`config.mk`:
```
export PLATFORM = sky130hd
export DESIGN_NAME = imm_enc_flat
export DESIGN_NICKNAME = d
export VERILOG_FILES = /design/src/rtl/imm_enc_if.sv /design/src/rtl/imm_enc.sv /design/src/flat_wrapper.sv
export SDC_FILE = /design/constraint.sdc
export NUM_CORES = 1
export LEC_CHECK = 0
export ABC_AREA = 1
export ABC_CLOCK_PERIOD_IN_PS = 3450
export CAP_MARGIN = 5
export CELL_PAD_IN_SITES_DETAIL_PLACEMENT = 1
export CELL_PAD_IN_SITES_GLOBAL_PLACEMENT = 2
export CORE_ASPECT_RATIO = 0.7
export CORE_MARGIN = 2
export CORE_UTILIZATION = 30
export DETAILED_ROUTE_END_ITERATION = 8
export HOLD_SLACK_MARGIN = 0.15
export PLACE_DENSITY_LB_ADDON = 0.1
export SKIP_LAST_GASP = 1
export SYNTH_ARGS = -nofsm -noshare
export SYNTH_HDL_FRONTEND = slang
export SYNTH_SLANG_ARGS = --single-unit
```
`constraint.sdc`:
```
create_clock -name clk_i -period 3.45 [get_ports clk_i]
set_input_delay 0.69 -clock clk_i [delete_from_list [all_inputs] [get_ports clk_i]]
set_output_delay 0.69 -clock clk_i [all_outputs]
set_load 0.1 [all_outputs]
```
`src/rtl/imm_enc_if.sv`:
```
// Immediate encoder types and valid/ready bus.
// Shared by the encoder and its producers/consumers.
package imm_pkg;
  typedef enum logic [2:0] {
    SE20_UI = 3'd0,
    SE12_LI = 3'd1,
    SE05    = 3'd2,
    SE12_BR = 3'd3,
    SE12_ST = 3'd4,
    SE20_JP = 3'd5
  } imm_ctrl;
endpackage

interface imm_enc_if;
   import imm_pkg::*;
   logic        in_valid;
   logic        in_ready;
   logic [31:0] in_imm;
   imm_ctrl     in_sel;
   logic [24:0] in_base;
   logic        out_valid;
   logic        out_ready;
   logic [24:0] out_field;
   logic        out_err;

   modport slave (
      input  in_valid, in_imm, in_sel, in_base, out_ready,
      output in_ready, out_valid, out_field, out_err
   );

   modport master (
      output in_valid, in_imm, in_sel, in_base, out_ready,
      input  in_ready, out_valid, out_field, out_err
   );
endinterface

```
`src/rtl/imm_enc.sv`:
```
// Immediate encoder: range-checks an immediate and scatters it into
// inst[31:7] over a base word; 2-stage valid/ready pipe + error counter.
module imm_enc
   import imm_pkg::*;
#(
   parameter int CNT_W = 8
) (
   input  logic             clk_i,
   input  logic             rst_ni,
   imm_enc_if.slave         bus,
   input  logic             clr_cnt,
   output logic [CNT_W-1:0] err_cnt
);

   logic [31:0] imm;
   logic [24:0] mask;
   logic [24:0] packed_f;
   logic        err;
   logic        sx12;
   logic        sx13;
   logic        sx21;

   logic        s1_valid;
   logic [24:0] s1_base;
   logic [24:0] s1_mask;
   logic [24:0] s1_packed;
   logic        s1_err;

   logic        s2_adv;
   logic        out_hs;

   assign imm  = bus.in_imm;
   assign sx12 = (&imm[31:11]) | ~(|imm[31:11]);
   assign sx13 = (&imm[31:12]) | ~(|imm[31:12]);
   assign sx21 = (&imm[31:20]) | ~(|imm[31:20]);

   always_comb begin
      mask     = '0;
      packed_f = '0;
      err      = 1'b0;
      case (bus.in_sel)
         SE20_UI: begin
            mask     = 25'h1FFFFE0;
            packed_f = {imm[31:12], 5'b0};
            err      = |imm[11:0];
         end
         SE12_LI: begin
            mask     = 25'h1FFE000;
            packed_f = {imm[11:0], 13'b0};
            err      = !sx12;
         end
         SE05: begin
            mask     = 25'h003E000;
            packed_f = {7'b0, imm[4:0], 13'b0};
            err      = |imm[31:5];
         end
         SE12_ST: begin
            mask     = 25'h1FC001F;
            packed_f = {imm[11:5], 13'b0, imm[4:0]};
            err      = !sx12;
         end
         SE12_BR: begin
            mask     = 25'h1FC001F;
            packed_f = {imm[12], imm[10:5], 13'b0,
                        imm[4:1], imm[11]};
            err      = !sx13 || imm[0];
         end
         SE20_JP: begin
            mask     = 25'h1FFFFE0;
            packed_f = {imm[20], imm[10:1], imm[11],
                        imm[19:12], 5'b0};
            err      = !sx21 || imm[0];
         end
         default: begin
            mask     = '0;
            packed_f = '0;
            err      = 1'b0;
         end
      endcase
   end

   assign s2_adv       = !bus.out_valid || bus.out_ready;
   assign bus.in_ready = !s1_valid || s2_adv;
   assign out_hs       = bus.out_valid && bus.out_ready;

   always_ff @(posedge clk_i or negedge rst_ni) begin
      if (!rst_ni) begin
         s1_valid  <= 1'b0;
         s1_base   <= '0;
         s1_mask   <= '0;
         s1_packed <= '0;
         s1_err    <= 1'b0;
      end else if (bus.in_ready) begin
         s1_valid <= bus.in_valid;
         if (bus.in_valid) begin
            s1_base   <= bus.in_base;
            s1_mask   <= mask;
            s1_packed <= packed_f;
            s1_err    <= err;
         end
      end
   end

   always_ff @(posedge clk_i or negedge rst_ni) begin
      if (!rst_ni) begin
         bus.out_valid <= 1'b0;
         bus.out_field <= '0;
         bus.out_err   <= 1'b0;
      end else if (s2_adv) begin
         bus.out_valid <= s1_valid;
         if (s1_valid) begin
            bus.out_field <= (s1_base & ~s1_mask) | s1_packed;
            bus.out_err   <= s1_err;
         end
      end
   end

   // clear wins, but an erroring handshake in the same cycle still counts
   always_ff @(posedge clk_i or negedge rst_ni) begin
      if (!rst_ni) begin
         err_cnt <= '0;
      end else if (clr_cnt) begin
         err_cnt <= (out_hs && bus.out_err) ? CNT_W'(1) : '0;
      end else if (out_hs && bus.out_err && !(&err_cnt)) begin
         err_cnt <= err_cnt + CNT_W'(1);
      end
   end

endmodule

```
`src/flat_wrapper.sv`:
```
// flat-port wrapper written by rule: the top's interface ports become plain ports
module imm_enc_flat import imm_pkg::*;
#(
   parameter int CNT_W = 8
)
  (clk_i, rst_ni, clr_cnt, err_cnt, bus_in_valid, bus_in_imm, bus_in_sel, bus_in_base, bus_out_ready, bus_in_ready, bus_out_valid, bus_out_field, bus_out_err);
  imm_enc_if bus_i ();
  input  logic clk_i;
  input  logic rst_ni;
  input  logic clr_cnt;
  output logic [CNT_W-1:0] err_cnt;
  input wire logic [$bits(bus_i.in_valid)-1:0] bus_in_valid;
  input wire logic [$bits(bus_i.in_imm)-1:0] bus_in_imm;
  input wire logic [$bits(bus_i.in_sel)-1:0] bus_in_sel;
  input wire logic [$bits(bus_i.in_base)-1:0] bus_in_base;
  input wire logic [$bits(bus_i.out_ready)-1:0] bus_out_ready;
  output wire logic [$bits(bus_i.in_ready)-1:0] bus_in_ready;
  output wire logic [$bits(bus_i.out_valid)-1:0] bus_out_valid;
  output wire logic [$bits(bus_i.out_field)-1:0] bus_out_field;
  output wire logic [$bits(bus_i.out_err)-1:0] bus_out_err;
  assign bus_i.in_valid = bus_in_valid;
  assign bus_i.in_imm = bus_in_imm;
  assign bus_i.in_sel = bus_in_sel;
  assign bus_i.in_base = bus_in_base;
  assign bus_i.out_ready = bus_out_ready;
  assign bus_in_ready = bus_i.in_ready;
  assign bus_out_valid = bus_i.out_valid;
  assign bus_out_field = bus_i.out_field;
  assign bus_out_err = bus_i.out_err;
  imm_enc #(.CNT_W(CNT_W)) u_core (.clk_i(clk_i), .rst_ni(rst_ni), .bus(bus_i), .clr_cnt(clr_cnt), .err_cnt(err_cnt));
endmodule
```
# After elaboration in Yosys (flattened, before gate mapping)
# Index checks and enable logic that the tools add are counted.
[classes]
n_reduce_logical = 29
n_mux = 6
n_addsub = 1
n_bitwise = 9
eq_ne = 5
[op_table]
columns = ["op", "n"]
rows = [
  ["$pmux W25 S6", 1],
  ["$pmux W25 S4", 1],
  ["$reduce_or A27 Y1", 1],
  ["$and A25 B25 Y25", 1],
  ["$not A25 Y25", 1],
  ["$or A25 B25 Y25", 1],
  ["$reduce_or A12 Y1", 2],
  ["$reduce_and A21 Y1", 1],
  ["$reduce_or A21 Y1", 1],
  ["$reduce_and A20 Y1", 1],
  ["$reduce_or A20 Y1", 1],
  ["$mux W8", 2],
  ["$reduce_and A12 Y1", 1],
  ["$add A8 B1 Y8 const B", 1],
  ["$reduce_and A8 Y1", 1],
  ["$eq A3 B2 Y1 const B", 2],
  ["$eq A3 B3 Y1 const B", 2],
  ["$logic_not A1 Y1", 6],
  ["$reduce_or A2 Y1", 3],
  ["$pmux W1 S5", 1],
  ["$logic_or A1 B1 Y1", 4],
  ["$reduce_and A2 Y1", 2],
  ["$eq A3 B1 Y1 const B", 1],
  ["$logic_and A1 B1 Y1", 3],
  ["other kinds (5)", 9],
]
[word_totals]
wordCells = 59
output_inout_bits = 36
ff_bits = 112

# Logic depth before layout (Yosys ltp)
[logic_depth]
depth_word = 6
depth_mapped = 11

# Least setup slack after synthesis
# Ideal clock, no wire load.
[synth_timing]
path_type = "reg-to-reg"
startpoint = "register u_core.bus.out_valid"
endpoint = "register u_core.s1_valid"
path_stages_with_launch = 6
setup_time_ps = 162
arrival_ps = 2794
t_required_ps = 3288
path_slack_ps = 494
path_cell_list = "dfrtp_1 -> nand3_1 -> nand2_1 -> buf_2 -> buf_2 -> nand2_1"
[synth_between]
elab_chain_cells = 3
[synth_rtl]
columns = ["element", "line_no", "text"]
rows = [
  ["start, declared", "imm_enc_if.sv:28", "output in_ready, out_valid, out_field, out_err"],
  ["start signal, assigned", "imm_enc.sv:110", "bus.out_valid <= s1_valid;"],
  ["$logic_not A1 Y1", "imm_enc.sv:82", "assign s2_adv = !bus.out_valid || bus.out_ready;"],
  ["$logic_or A1 B1 Y1", "imm_enc.sv:82", ""],
  ["$logic_or A1 B1 Y1", "imm_enc.sv:83", "assign bus.in_ready = !s1_valid || s2_adv;"],
  ["via bus_in_ready", "flat_wrapper.sv:17", "output wire logic [$bits(bus_i.in_ready)-1:0] bus_in_ready;"],
  ["end signal, assigned", "imm_enc.sv:94", "s1_valid <= bus.in_valid;"],
  ["end, declared", "imm_enc.sv:23", "logic s1_valid;"],
]
# The timed path passes the listed nets, and every way through them passes these cells.
# A chain may end at the register's enable or synchronous reset.

# Worst setup path after layout
[layout_timing]
startpoint = "register u_core.err_cnt[0]"
endpoint = "output err_cnt[0]"
[layout_lines]
columns = ["element", "line_no", "text"]
rows = [
  ["start, declared", "imm_enc.sv:12", "output logic [CNT_W-1:0] err_cnt"],
  ["start signal, assigned", "imm_enc.sv:123", "err_cnt <= (out_hs && bus.out_err) ? CNT_W'(1) : '0;"],
  ["start signal, assigned", "imm_enc.sv:125", "err_cnt <= err_cnt + CNT_W'(1);"],
  ["end, declared", "flat_wrapper.sv:11", "output logic [CNT_W-1:0] err_cnt;"],
]
# No word-level cell between the ends.

==> flow_summary.toml <==
[outcome]
outcome = "finished, final reports clean"

[setup_path]
endpoint_kind = "output pin"
slowest_stage = "clkdlybuf4s50_1"
crit_family = "buffers and inverters"
crit_fanout = 3
cp.arrival_ns = 1.88
path_buf_inv = 1
cp-start-kind = "flop"
reg2reg_slack_ns = 1.73
critical-path-max-stage-delay_ns = 1.15
required_ns = 2.76
crit_chain = "clkdlybuf4s50_1"
critical_path_class = "flop to output pin"

[cells_and_area]
num_antenna_cells = 0
ff_latch_area_mm2 = 0.00228
area_growth_pct = 34.0
final_nets = 712
multiInputGateArea_mm2 = 0.00175
drive_gt1_frac = 0.0922
layout.cells.non_filler = 841
fillCellCount = 1676

[routing]
vias = 3929
wl_per_cell_um = 15.7
dr.pass1.iters = 4
drc_errors = 0
wl_um = 13200
vias_per_cell = 4.67
drt-initial-drc-count = 153
ant_nets = 0

[placement]
post-dp-hpwl_um = 9810
place_congestion = 0.787
dp_cells = 825
portBuffers = 100

[floorplanning]
chipWidth_um = 147
die_y_um = 104
core_mm2 = 0.0139
initial_core_util = 0.307
rows = 36
dieArea_mm2 = 0.0152
pin_count = 101

[timing]
fin_crit_sh = 0.745
grt_setup_unrepaired = "false"
tightest_slew_ns = 0.984
finalHoldViolations = 0
fmax_mhz = 389
min_period_ns = 2.57
skew_ns = 0.00520
relSlewSlack = 0.342
drv_slew = 0
timing.setup.tns_ns = 0
setup_violations = 0

[synth]
ys_warn_count = 0
synth_top_area_share = 0.532
ys_types = 33
netlist_area_mm2 = 0.00428
ys_seq_elements = 91
synth_area_per_cell_um2 = 7.82
synth_area_leaders = "dfrtp_1 53%, nand2_1 18%, o21ai_0 6.7%, a21oi_1 3.9%, inv_1 3.8%"
postSynthCellCount = 547
synth_nets = 613
ys_seq_area_frac = 0.532
yosysTopAreaCell = "dfrtp_1"

[global_routing]
grt_use_total = 0.182
grt_pass1_vias = 4101
grt_pass1_wl_um = 21800
grt_max_degree = 57
antenna_found_initial = 0
gr-total-overflow = 0

[clock_network]
cts_tree = "done"
cts_buffers = 9
clkTransAtPathRegs_ns = 0.07
cts_buffer_depth = 2
cts-root-buf = "clkbuf_16"
clkSinkCount = 91
cts_hold_buffers = 0
postCtsSetupRepairBufs = 0
worstSkewPairLatency_ns = 0.34
cts_resized = 0
htreeDepth = 3

[worst_hold_path]
hold_class = "primary input to async pin"

[power]
p_per_area_mw_per_mm2 = 689
p_leak_nw = 2.73
ir_worst_vdd_mv = 0.263

[flow_run]
cap_violations = 0
==> kinds of logic (layout without fill, tap and decap cells) <==
kind of cell,count (synthesis),count (layout),synth area share
buffers and inverters,63,167,0.0600
AOI/OAI and AO/OA,107,107,0.135
muxes,1,1,0.00263
DFF,91,91,0.532
adders and majority gates,1,1,0.00292
and+or+nand+nor,284,284,0.267
==> synthesized netlist by cell type, drive strengths merged <==
library cell and instances:
a211oi 1, a21boi 1, a21o 3, a21oi 35, a22oi 1, buf 9
clkbuf 7, clkinv 1, dfrtp 91, ha 1, inv 46, mux2 1
nand2 214, nand3 16, nand3b 1, nand4 6, nor2 44, nor3 3
o2111ai 1, o211ai 1, o21a 1, o21ai 58, o21bai 1, o22ai 4
==> flip-flops by register name (all words and copies together), names as in the netlist <==
name and cells:
u_core.bus.out_err 1, u_core.bus.out_field 25, u_core.bus.out_valid 1, u_core.err_cnt 8
u_core.s1_base 25, u_core.s1_err 1, u_core.s1_mask 4, u_core.s1_packed 25
u_core.s1_valid 1
==> per-stage QoR <==
| step | power (mW) | area [µm²] | setup WS [ns] | utilization | hold slack (ns) |
|---|---|---|---|---|---|
| after floorplan | 2.49 | 4280 | 0.494 | - | 0.394 |
| after global placement | 2.92 | 5420 | 1.00 | 0.389 | 0.463 |
| after detailed placement | 2.95 | 5420 | 0.902 | 0.389 | 0.470 |
| after CTS | 4.00 | 5730 | 0.863 | 0.412 | 0.360 |
| after global routing | 4.15 | 5730 | 0.819 | 0.412 | 0.384 |
| final | 3.95 | 5730 | 0.881 | 0.412 | 0.343 |
==> per-layer routing <==
layer  part of all wire  wire (µm)  global-route usage
met4             0.0081        107              0.0444
met2               0.42       5570               0.263
met1               0.52       6890               0.274
met3              0.048        633              0.0417
met5                  0          0                   0
==> power by group <==
group / internal (mW) / switching [mW] / total [mW]
clock: 0.591 / 0.444 / 1.04
combinational: 0.350 / 1.18 / 1.53
sequential: 1.26 / 0.122 / 1.38
total: 2.20 / 1.75 / 3.95
==> final cells by class <==
class                   instances  area share
clock inverters                 6      0.0127
clock buffers                  10      0.0417
multi-input cells             393       0.305
well taps                     190      0.0415
flip-flops and latches         91       0.397
repair buffers                104       0.171
inverters                      47      0.0308
==> placed cells by master, fill, tap and decap left out, drive strengths merged <==
master	netlist	final
a21boi	1	1
bufinv	0	1
a211oi	1	1
nand3b	1	1
o2111ai	1	1
nor3	3	3
ha	1	1
clkbuf	7	10
a21o	3	3
clkinv	1	4
mux2	1	1
nand2	214	214
o22ai	4	4
o211ai	1	1
o21bai	1	1
nand3	16	16
nand4	6	6
o21ai	58	58
clkdlybuf4s50	0	75
inv	46	48
a21oi	35	35
nor2	44	44
buf	9	29
o21a	1	1
dfrtp	91	91
a22oi	1	1
==> worst paths after layout <==
kind	endpoint	from	depth (start not counted)
min in group clk_i	u_core.s1_base[17]	u_core.s1_base[17]	2
max reg2reg	u_core.bus.out_field[7]	u_core.bus.out_valid	4
max	err_cnt[0]	u_core.err_cnt[0]	1
min reg2reg	u_core.s1_base[17]	u_core.s1_base[17]	2
max in group asynchronous	u_core.s1_base[15]	rst_ni	2
min	u_core.s1_packed[9]	rst_ni	1
No activity file was read; power rests on OpenSTA's default activity.
